`src/rtl/fifo_write_arbiter.sv`:
```
// Purpose : round-robin arbiter sharing one dual-clock FIFO write port between NUM_REQ requesters.
// Latency : 1 cycle from accept (reqValid & reqReady) to fifoWriteEnable/fifoDataIn.
// Backpr. : reqReady drops in the same cycle the FIFO credit check fails; nothing is latched while stalled.
//
// Ports:
//   inClk, aresetnIn      write-side clock, asynchronous active-low reset
//   reqValid/reqData      per-requester valid and payload (requester i at [i*WIDTH +: WIDTH])
//   reqReady              one-hot combinational accept toward the winning requester
//   fifoWriteEnable       registered write strobe, fifoDataIn = {id, payload}
//   fifoWrusedw           FIFO write-side fill level, lags our writes by WRUSEDW_LAT cycles
//   running               high once the post-reset hold has expired
//   acceptCount           free-running count of accepted words, wraps at 2^32
module fifo_write_arbiter #(
    parameter int NUM_REQ     = 4,
    parameter int WIDTH       = 60,
    parameter int ID_W        = 2,
    parameter int DEPTH_LOG2  = 5,
    parameter int WRUSEDW_LAT = 4,   // must be >= 2
    parameter int MARGIN      = 2,
    parameter int HOLD_CYCLES = 8    // must be >= 1
) (
    input  logic                     inClk,
    input  logic                     aresetnIn,
    input  logic [NUM_REQ-1:0]       reqValid,
    input  logic [NUM_REQ*WIDTH-1:0] reqData,
    output logic [NUM_REQ-1:0]       reqReady,
    output logic                     fifoWriteEnable,
    output logic [WIDTH+ID_W-1:0]    fifoDataIn,
    input  logic [DEPTH_LOG2-1:0]    fifoWrusedw,
    output logic                     running,
    output logic [31:0]              acceptCount
);

    localparam int SUM_W  = DEPTH_LOG2 + 2;
    localparam int HIST_W = WRUSEDW_LAT - 1;
    localparam int HOLD_W = $clog2(HOLD_CYCLES + 1);
    localparam logic [SUM_W-1:0] LIMIT = SUM_W'((1 << DEPTH_LOG2) - 1 - MARGIN);

    typedef enum logic {HOLD, RUN} state_t;

    state_t            state;
    logic [HOLD_W-1:0] holdCnt;
    logic [ID_W-1:0]   rrPtr;
    logic [HIST_W-1:0] wrHist;

    logic [SUM_W-1:0]  inflight;
    logic [SUM_W-1:0]  usedSum;
    logic              canWrite;
    logic              found;
    logic [ID_W-1:0]   winner;
    logic              accept;
    logic [WIDTH-1:0]  winPayload;

    // Writes not yet visible in fifoWrusedw: the strobe currently on the
    // port plus the previous WRUSEDW_LAT-1 strobes. Together these form the
    // WRUSEDW_LAT-cycle window before a write shows up in the fill level.
    always_comb begin
        inflight = SUM_W'(fifoWriteEnable);
        for (int k = 0; k < HIST_W; k++) begin
            inflight = inflight + SUM_W'(wrHist[k]);
        end
    end

    assign usedSum  = SUM_W'(fifoWrusedw) + inflight + SUM_W'(1);
    assign canWrite = (state == RUN) && (usedSum <= LIMIT);

    // Round-robin search: first valid requester at or after rrPtr, wrapping.
    always_comb begin
        int              idx;
        logic [ID_W-1:0] cand;
        idx    = 0;
        cand   = '0;
        found  = 1'b0;
        winner = '0;
        for (int k = 0; k < NUM_REQ; k++) begin
            idx = int'(rrPtr) + k;
            if (idx >= NUM_REQ) begin
                idx = idx - NUM_REQ;
            end
            cand = ID_W'(idx);
            if (!found && reqValid[cand]) begin
                found  = 1'b1;
                winner = cand;
            end
        end
    end

    assign accept     = found && canWrite;
    assign winPayload = reqData[int'(winner)*WIDTH +: WIDTH];

    always_comb begin
        reqReady = '0;
        if (accept) begin
            reqReady[winner] = 1'b1;
        end
    end

    assign running = (state == RUN);

    always_ff @(posedge inClk or negedge aresetnIn) begin
        if (!aresetnIn) begin
            state           <= HOLD;
            holdCnt         <= HOLD_W'(HOLD_CYCLES);
            rrPtr           <= '0;
            wrHist          <= '0;
            fifoWriteEnable <= 1'b0;
            fifoDataIn      <= '0;
            acceptCount     <= '0;
        end else begin
            // Hold off writes until the FIFO's own clear has propagated.
            if (state == HOLD) begin
                holdCnt <= holdCnt - HOLD_W'(1);
                if (holdCnt == HOLD_W'(1)) begin
                    state <= RUN;
                end
            end

            wrHist          <= (wrHist << 1) | HIST_W'(fifoWriteEnable);
            fifoWriteEnable <= accept;

            if (accept) begin
                rrPtr       <= (winner == ID_W'(NUM_REQ - 1)) ? '0 : winner + ID_W'(1);
                fifoDataIn  <= {winner, winPayload};
                acceptCount <= acceptCount + 32'd1;
            end
        end
    end

endmodule

```
`config.mk`:
```
export PLATFORM = sky130hd
export DESIGN_NAME = fifo_write_arbiter
export DESIGN_NICKNAME = d
export VERILOG_FILES = /design/src/rtl/fifo_write_arbiter.sv
export SDC_FILE = /design/constraint.sdc
export NUM_CORES = 1
export LEC_CHECK = 0
export CORE_AREA = 2 2 138 140
export DETAILED_ROUTE_END_ITERATION = 8
export DIE_AREA = 0 0 140 142
export PLACE_DENSITY_LB_ADDON = 0.1
export SKIP_LAST_GASP = 1
export SYNTH_ARGS = -nofsm -noshare
export SYNTH_HDL_FRONTEND = slang
export SYNTH_SLANG_ARGS = --single-unit
```
`constraint.sdc`:
```
create_clock -name inClk -period 7.75 [get_ports inClk]
set_input_delay 1.1625 -clock inClk [delete_from_list [all_inputs] [get_ports inClk]]
set_output_delay 1.1625 -clock inClk [all_outputs]
set_load 0.03 [all_outputs]
```
After elaboration in Yosys (flattened, before gate mapping):

Index checks and enable logic that the tools add are counted.

* flip-flop bits (word level): 105
* latch bits: 0
* bits in writable memories: 0
* memory bits (read-only): 0
* input bits: 251
* output and inout bits: 100
* logic and storage cells: 73
* memories kept: 0

* $add $sub $neg: 15
* $mul: 1
* divide/modulo/power cells: 0
* order comparisons: 11
* eq/ne operators: 2
* shift-type cells: 1
* multiplexer cells: 26
* bitwise operators: 1
* reduce and logical (&&, ||, !) cells: 9

Operator list (number)
* $shiftx 240x9->60: 1
* $add 32x1->32 const B: 1
* $mux 2: 9
* $lt 2x3->1 const B: 5
* $mux 1: 11
* $ge 3x3->1 const B: 3
* $bmux 1 s2: 4
* $sub 2x1->2 const B: 4
* $add 6x1->7 const B: 1
* $le 7x5->1 const B: 1
* $add 2x2->3 const B: 2
* $add 5x4->6: 1
* $logic_and 1x1->1: 6
* $mul 2x4->6 const B: 1
* $add 3x1->4: 1
* $eq 4x1->1 const B: 1
* $mux 4: 1
* $sub 4x1->4 const B: 1
* $add 2x1->3: 1
* $add 2x1->3 const B: 1
* $ge 2x3->1 const B: 1
* $logic_not 1->1: 3
* $or 3x1->3: 1
* $add 1x1->2: 1
* 4 further kinds: 4

Depth between registers and ports, before layout:

Gate-level depths: netlist of run 1.

* depth in word-level cells: 19
* depth in mapped cells: 14
* mapped depth without buffers: 12

Least setup slack after synthesis of run 1:

OpenSTA, ideal clock, no wires.

* kind: register -> output
* start: register fifoWriteEnable
* end: output port reqReady[0]
* data arrival time: 3.275 ns
* required time: 6.588 ns
* setup slack: 3.312 ns
* stages on the path, launching flop included: 14
* buffers on the path: 1
* cells stage by stage: dfrtp_1 > inv_1 > ha_1 > fa_1 > inv_1 > ha_1 > fa_1 > xor2_1 > and2_4 > o221a_4 > buf_6 > or2_4 > inv_1 > and2_1

* longest elaborated chain between the ends: 9

RTL lines
* start, declared: RTL line 27 `output logic fifoWriteEnable,`
* start signal, assigned: RTL line 119 `fifoWriteEnable <= accept;`
* $add 1x1->2: RTL line 60 `inflight = inflight + SUM_W'(wrHist[k]);`
* $add 2x1->3: RTL line 60
* $add 3x1->4: RTL line 60
* $add 5x4->6: RTL line 64 `assign usedSum = SUM_W'(fifoWrusedw) + inflight + SUM_W'(1);`
* $add 6x1->7: RTL line 64
* $le 7x5->1: RTL line 65 `assign canWrite = (state == RUN) && (usedSum <= LIMIT);`
* $logic_and 1x1->1: RTL line 65
* $logic_and 1x1->1: RTL line 88 `assign accept = found && canWrite;`
* via accept: RTL line 51 `logic accept;`
* $mux 4: RTL line 93 `if (accept) begin`
* end, declared: RTL line 26 `output logic [NUM_REQ-1:0] reqReady,`

The timed path passes the listed nets, and every way through them passes these cells.

Worst setup path after layout of run 1:

* start: input port reqValid[2]
* end: output port reqReady[0]

* longest elaborated chain between the ends: 17

RTL lines
* start, declared: RTL line 24 `input logic [NUM_REQ-1:0] reqValid,`
* $bmux 1 s2: RTL line 81 `if (!found && reqValid[cand]) begin`
* $mux 1 (not written as such): RTL line 81
* $mux 1: RTL line 81
* $logic_not 1->1: RTL line 81
* $logic_and 1x1->1: RTL line 81
* $mux 1: RTL line 81
* $logic_not 1->1: RTL line 81
* $logic_and 1x1->1: RTL line 81
* [... 2 more ...]
* $logic_and 1x1->1: RTL line 81
* $mux 2 (*): RTL line 81
* via winner[1]: RTL line 50 `logic [ID_W-1:0] winner;`
* $lt 2x3->1 (not written as such) / $ge 2x1->1 (equally long branches): RTL line 94 `reqReady[winner] = 1'b1;`
* $logic_and 1x1->1 (not written as such): RTL line 94
* $mux 1 (not written as such): RTL line 94
* $demux 1 s2 (*): RTL line 94
* $mux 4 (*): RTL line 93

The timed path passes the listed nets; every way through them passes the cells marked *. The select of a mux whose other input is x is not followed.

==> results of run 1 <==
==> synth_stat cells (7+ instances only) <==
cell type  number
dfrtp_1       104
a211oi_1      120
nand2_1         9
buf_6           7
xor2_1         22
nor4_1         15
nand3_1        13
nand4_1        14
ha_1           12
nor3_1         11
clkbuf_1       55
nor2_1         10
o21ai_0        67
and3_1        122
o31ai_1        61
buf_2          16
xnor2_1        13
inv_1          18
==> path summary, 6_finish.rpt <==
check / end / slack (ns)
setup / recovery: reqReady[0] / 2.38
hold / removal: wrHist[1] / 0.38
setup reg to reg: acceptCount[10] / 4.07
hold reg to reg: wrHist[1] / 0.38
max in group asynchronous: fifoDataIn[36] / 5.66
min in group asynchronous: acceptCount[10] / 0.77
==> cells in the final DEF, fill, tap and decap left out, drive strengths merged, types with 3 or more instances in the layout <==
cell type / instances
xnor2: 13
nor3: 13
nor4: 15
ha: 12
buf: 11
nand2: 9
dfrtp: 104
clkdlybuf4s50: 349
and2: 6
and3: 122
clkbuf: 9
o21ai: 67
or3: 5
inv: 23
nor2: 10
nor2b: 3
a211oi: 120
xor2: 22
o31ai: 61
clkinv: 3
nand4: 14
nand3: 13
==> layer usage <==
metal	routed length (µm)	vias up	track usage	part of all wire
li1	-	3364	-	-
met1	10330	3338	0.3175	0.41
met2	12550	267	0.4257	0.50
met3	1859	27	0.05619	0.074
met4	517	0	0.07868	0.020
met5	0	-	0	0
==> flip-flops by register name, indices dropped and copies added, names as in the netlist <==
signal	flops
rrPtr	2
wrHist	3
running	1
fifoDataIn	62
acceptCount	32
holdCnt	4
fifoWriteEnable	1
==> per-stage QoR <==
| step | area, µm² | utilization | std cells | power [µW] | hold slack [ns] |
|---|---|---|---|---|---|
| 2_1_floorplan | 6675 | - | 731 | 2238 | 0.3537 |
| 3_3_place_gp | 10190 | 0.5524 | 1243 | 3033 | 0.3593 |
| 3_5_place_dp | 10190 | 0.5524 | 1243 | 3052 | 0.3670 |
| 4_1_cts | 10470 | 0.5675 | 1259 | 3510 | 0.3831 |
| 5_1_grt | 10470 | 0.5675 | 1259 | 3711 | 0.3909 |
| 6_report | 10470 | 0.5675 | 1259 | 3475 | 0.3794 |
==> kinds of logic after synthesis <==
| family | share of synthesized area |
|---|---|
| AOI/OAI and AO/OA | 0.2647 |
| and+or+nand+nor | 0.1936 |
| DFF | 0.3938 |
| buffers and inverters | 0.06879 |
| xor gates and xnor gates | 0.04592 |
| adders and majority gates | 0.02849 |
| muxes | 0.004686 |
==> final cells by class <==
cell class / count / share of cell area
flip-flops and latches: 105 / 0.2510
clock inverters: 7 / 0.005018
multi-input cells: 524 / 0.3456
repair buffers: 360 / 0.3415
clock buffers: 9 / 0.02151
well taps: 234 / 0.02796
inverters: 20 / 0.007407
==> critical path, delay by kind of cell <==
family | cells | cell delay, ns
AO/OA/AOI/OAI | 1 | 0.64
adder cells (fa/ha/maj) | 1 | 0.23
buffers and inverters | 3 | 1.55
AND/OR/NAND/NOR | 3 | 0.59
==> power groups by stage <==
stage	clock [µW]	combinational (µW)	sequential, µW
after floorplan	0	987	1250
after global placement	0	2140	890
after detailed placement	0	2160	896
after CTS	461	2160	889
after global routing	483	2310	916
final	449	2140	885
==> reports/metrics.yaml, run 1 <==
timing:
  finalMaxSlewViolations: 0
  setup_slack_ns: 2.375
  worstMarginPinSlew_ns: 1.012
  setup_viol: 0
  timing.fmax_mhz: 186.1
  hold_viol: 0
  rsz0062_at_grt: "no"
  fin_tns_setup_ns: 0
  final.period_utilization: 0.6935
  clock_skew_ns: 0.009414
  min_period_ns: 5.375
  max-slew-margin-rel: 0.3252
floorplanning:
  die_h_um: 142
  core_area_mm2: 0.01846
  io_pins: 351
  start_util: 0.3617
  chipWidth_um: 140
  die-area_mm2: 0.01988
  rows: 50
outcome:
  outcome: "finished with violations"
  violations: "design-rule violations"
finish:
  regArea_mm2: 0.002629
  nets: 1285
  drive_gt1_frac: 0.03902
  multi_input_area_mm2: 0.003620
  syn_to_final_growth_pct: 56.89
  diodes: 0
  fillCellCount: 1701
pwr:
  p_switching_uw: 1635
  leakage_uw: 0.004364
  ir_worst_vdd_mv: 0.2545
  netSwitchingFraction: 0.4705
  p_int_uw: 1840
  pwr-share-seq: 0.255
  clock_power_share: 0.129
  p_comb_frac: 0.616
  powerDensity_mw_per_mm2: 331.8
flow_run:
  cap_violations: 0
global_routing:
  antenna_found_initial: 0
  grt_max_degree: 95
  globalRouteTotalUtil: 0.2498
  grt_pass1_wl_um: 39260
  first_global_vias: 6886
  grt_remaining_overflow: 0
cts:
  clkSinkCount: 105
  cts.clk_slew.worst_paths_ns: 0.07
  cts_root_buffer: "clkbuf_16"
  clockBufferDepth: 2
  postCtsResizedCells: 0
  clock_latency_ns: 0.36
  cts-htree-levels: 3
  cts_tree: "built"
  post_cts_buffers: 0
  hold_buffers: 0
  cts_buffers: 9
worst_hold_path:
  min-delay-start: "wrHist[0]"
  hold_class: "flip-flop to flip-flop"
  hold_depth: 0
drt:
  routed_wl_um: 25260
  firstDrtPassIters: 7
  drtAntennaViolNets: 0
  avgRoutedWirePerCell_um: 20.06
  drcViolationCount: 20
  drt-initial-drc-count: 338
  viasPerCell: 5.557
  vias: 6996
synthesis:
  ys.flop_type: "dfrtp_1"
  synth.cell_area_mm2: 0.006675
  yosys-top-cells-area: "dfrtp_1, a211oi_1, and3_1"
  synthCells: 731
  seq_area_frac_synth: 0.3938
  synth-edff-count: 0
  synth_warnings: 0
  synthDistinctLibCells: 42
  synth_fp_nets: 996
  ys_ff_latch: 105
  yosys.area.top_type: "dfrtp_1"
  avgSynthCellArea_um2: 9.132
  async_flop_share: 1.000
  synth_top_area_frac: 0.3899
worst_setup_path:
  end_kind: "primary output"
  crit_arrival_ns: 4.21
  startpoint: "reqValid[2]"
  path_cells: "clkdlybuf4s50_1, nor2b_1, a221o_4, and2_1, inv_4, ha_1, and2_1, clkdlybuf4s50_1"
  r2r-start: "fifoWriteEnable"
  crit_required_ns: 6.59
  cp_slowest_stage_delay_ns: 0.66
  cp-start-kind: "input port"
  crit_fanout: 70
  cp_slowest_cell: "clkdlybuf4s50_1"
  crit_type: "input port to primary output"
  r2r_cells: 12
placement:
  io_buffers: 350
  hpwl_um: 17240
  pre_cts_slack_ns: 2.393
  globalplace.congestion: 0.8265
No activity file was read; power rests on OpenSTA's default activity.
==> inputs of run 2 (changes only) <==
--- a/config.mk
+++ b/config.mk
@@ -5,9 +5,9 @@
 export SDC_FILE = /design/constraint.sdc
 export NUM_CORES = 1
 export LEC_CHECK = 0
-export CORE_AREA = 2 2 138 140
+export CORE_ASPECT_RATIO = 0.75
+export CORE_UTILIZATION = 40
 export DETAILED_ROUTE_END_ITERATION = 8
-export DIE_AREA = 0 0 140 142
 export PLACE_DENSITY_LB_ADDON = 0.1
 export SKIP_LAST_GASP = 1
 export SYNTH_ARGS = -nofsm -noshare
==> constraint.sdc (replaced) <==
create_clock -name inClk -period 5.4 [get_ports inClk]
set_input_delay 0.81 -clock inClk [delete_from_list [all_inputs] [get_ports inClk]]
set_output_delay 0.81 -clock inClk [all_outputs]
set_load 0.03 [all_outputs]
==> reports/metrics.yaml, run 2 (synthesis gave the netlist of run 1 again) <==
worst_hold_path:
  hold_class: "flip-flop to flip-flop"
floorplanning:
  rows: 40
  io_pins: 351
  start_util: 0.4129
  chipWidth_um: 151.2
  die_h_um: 113.9
  die-area_mm2: 0.01721
  core_area_mm2: 0.01617
cts:
  cts-htree-levels: 3
  clockBufferDepth: 2
  clock_latency_ns: 0.36
  clkSinkCount: 105
  cts_buffers: 9
  post_cts_buffers: 0
  cts_tree: "built"
  cts_root_buffer: "clkbuf_16"
  cts.clk_slew.worst_paths_ns: 0.08
  postCtsResizedCells: 0
  hold_buffers: 0
global_routing:
  first_global_vias: 6676
  grt_max_degree: 121
  globalRouteTotalUtil: 0.2888
  grt_remaining_overflow: 0
  antenna_found_initial: 0
  grt_pass1_wl_um: 37730
finish:
  reg.largest.list: "fifoDataIn (62), acceptCount (32), holdCnt (4)"
  nets: 1286
  syn_to_final_growth_pct: 56.93
  largest_register_ffs: 62
  diodes: 0
  layout_commonest_cell: "clkdlybuf4s50_1"
  drive_gt1_frac: 0.03996
  regMostFlops: "fifoDataIn"
  most-common-layout-cells: "clkdlybuf4s50_1, and3_1, a211oi_1"
worst_setup_path:
  path_buf_inv: 4
  crit_type: "flip-flop to primary output"
  cp-start-kind: "flip-flop"
  end_kind: "primary output"
  cp_slowest_stage_delay_ns: 0.67
  cp_top_family: "adder cells"
  cp_slowest_cell: "clkdlybuf4s50_1"
  path_cells: "inv_1, ha_1, fa_1, inv_1, ha_1, fa_1, xor2_1, and2_4, o221a_4, or2_4, inv_1, and2_1, clkdlybuf4s50_1"
  crit_required_ns: 4.59
  crit_fanout: 6
  crit_path_frequent_cell: "inv_1"
  crit_arrival_ns: 4.04
timing:
  setup_viol: 0
  max-slew-margin-rel: 0.2712
  worstMarginPinSlew_ns: 1.093
  min_period_ns: 4.854
  timing.fmax_mhz: 206.0
  clock_skew_ns: 0.009229
  holdWs_ns: 0.3760
  rsz0062_at_grt: "no"
  hold_viol: 0
  finalMaxSlewViolations: 0
  fin_tns_setup_ns: 0
  final.period_utilization: 0.8989
pwr:
  p_int_uw: 2698
  netSwitchingFraction: 0.4667
  leakage_uw: 0.004375
  ir_worst_vdd_mv: 0.3275
  powerDensity_mw_per_mm2: 483.1
  pwr-share-seq: 0.251
  clock_power_share: 0.138
  p_switching_uw: 2362
  p_comb_frac: 0.612
drt:
  vias: 7156
  avgRoutedWirePerCell_um: 20.70
  drtAntennaViolNets: 0
  drcViolationCount: 0
  firstDrtPassIters: 5
  viasPerCell: 5.790
  drt-initial-drc-count: 459
  routed_wl_um: 25590
placement:
  hpwl_um: 17210
  io_buffers: 350
  globalplace.congestion: 0.8149
flow_run:
  cap_violations: 0
outcome:
  outcome: "completed"
-- run 2: cell types whose count changed in the layout (fill, tap and decap cells not counted), sizes merged --
cell and delta:
buf +1, bufinv +1, clkbuf +1, clkinv -2
clkinvlp +1, inv -1
-- run 2: cell type report --
type                            count  area (µm²)
Timing Repair Buffer              361        3583
Inverter                           20       77.57
Clock inverter                      6       73.82
Fill cell                        1391        5690
Sequential cell                   105        2629
Clock buffer                       10       239.0
Multi-Input combinational cell    524        3610
Tap cell                          210       262.8
-- run 2: power by group through the flow --
stage / logic (µW) / registers, µW / clock network [µW]
after floorplan: 1420 / 1790 / 0
after global placement: 3060 / 1270 / 0
after detailed placement: 3100 / 1280 / 0
after CTS: 3100 / 1270 / 713
after global routing: 3300 / 1310 / 742
final: 3090 / 1270 / 697
-- run 2: per-stage QoR --
stage	cell area (µm²)	instances	util	setup slack, ns	total power (µW)
6_report	10480	1236	0.6480	0.5462	5060
5_1_grt	10480	1236	0.6480	0.3986	5354
4_1_cts	10480	1236	0.6480	0.5665	5084
3_5_place_dp	10160	1220	0.6286	0.7577	4373
3_3_place_gp	10160	1220	0.6286	0.7869	4333
2_1_floorplan	6675	731	-	1.315	3211
-- run 2: path summary, 6_finish.rpt --
kind,from,end,slack [ns],depth (start not counted)
min in group asynchronous,aresetnIn,fifoDataIn[3],0.52,1
max,fifoWriteEnable,reqReady[2],0.55,13
min reg2reg,wrHist[1],wrHist[2],0.38,0
max reg2reg,fifoWriteEnable,acceptCount[10],1.72,12
max in group asynchronous,aresetnIn,acceptCount[2],3.72,2
min,wrHist[1],wrHist[2],0.38,0
-- run 2: layer usage --
| layer | share of wire | vias up | track usage |
|---|---|---|---|
| met3 | 0.080 | 40 | 0.07480 |
| met5 | 0 | - | 0 |
| met2 | 0.47 | 296 | 0.4621 |
| li1 | - | 3362 | - |
| met1 | 0.43 | 3458 | 0.3793 |
| met4 | 0.025 | 0 | 0.09600 |
==> inputs of run 3 (changes only) <==
--- a/config.mk
+++ b/config.mk
@@ -7,6 +7,7 @@
 export LEC_CHECK = 0
 export CORE_ASPECT_RATIO = 0.75
 export CORE_UTILIZATION = 40
+export CTS_CLUSTER_DIAMETER = 40
 export DETAILED_ROUTE_END_ITERATION = 8
 export PLACE_DENSITY_LB_ADDON = 0.1
 export SKIP_LAST_GASP = 1
==> results of run 3 <==
No change in the layout: final DEF, timing and power equal those of run 2.
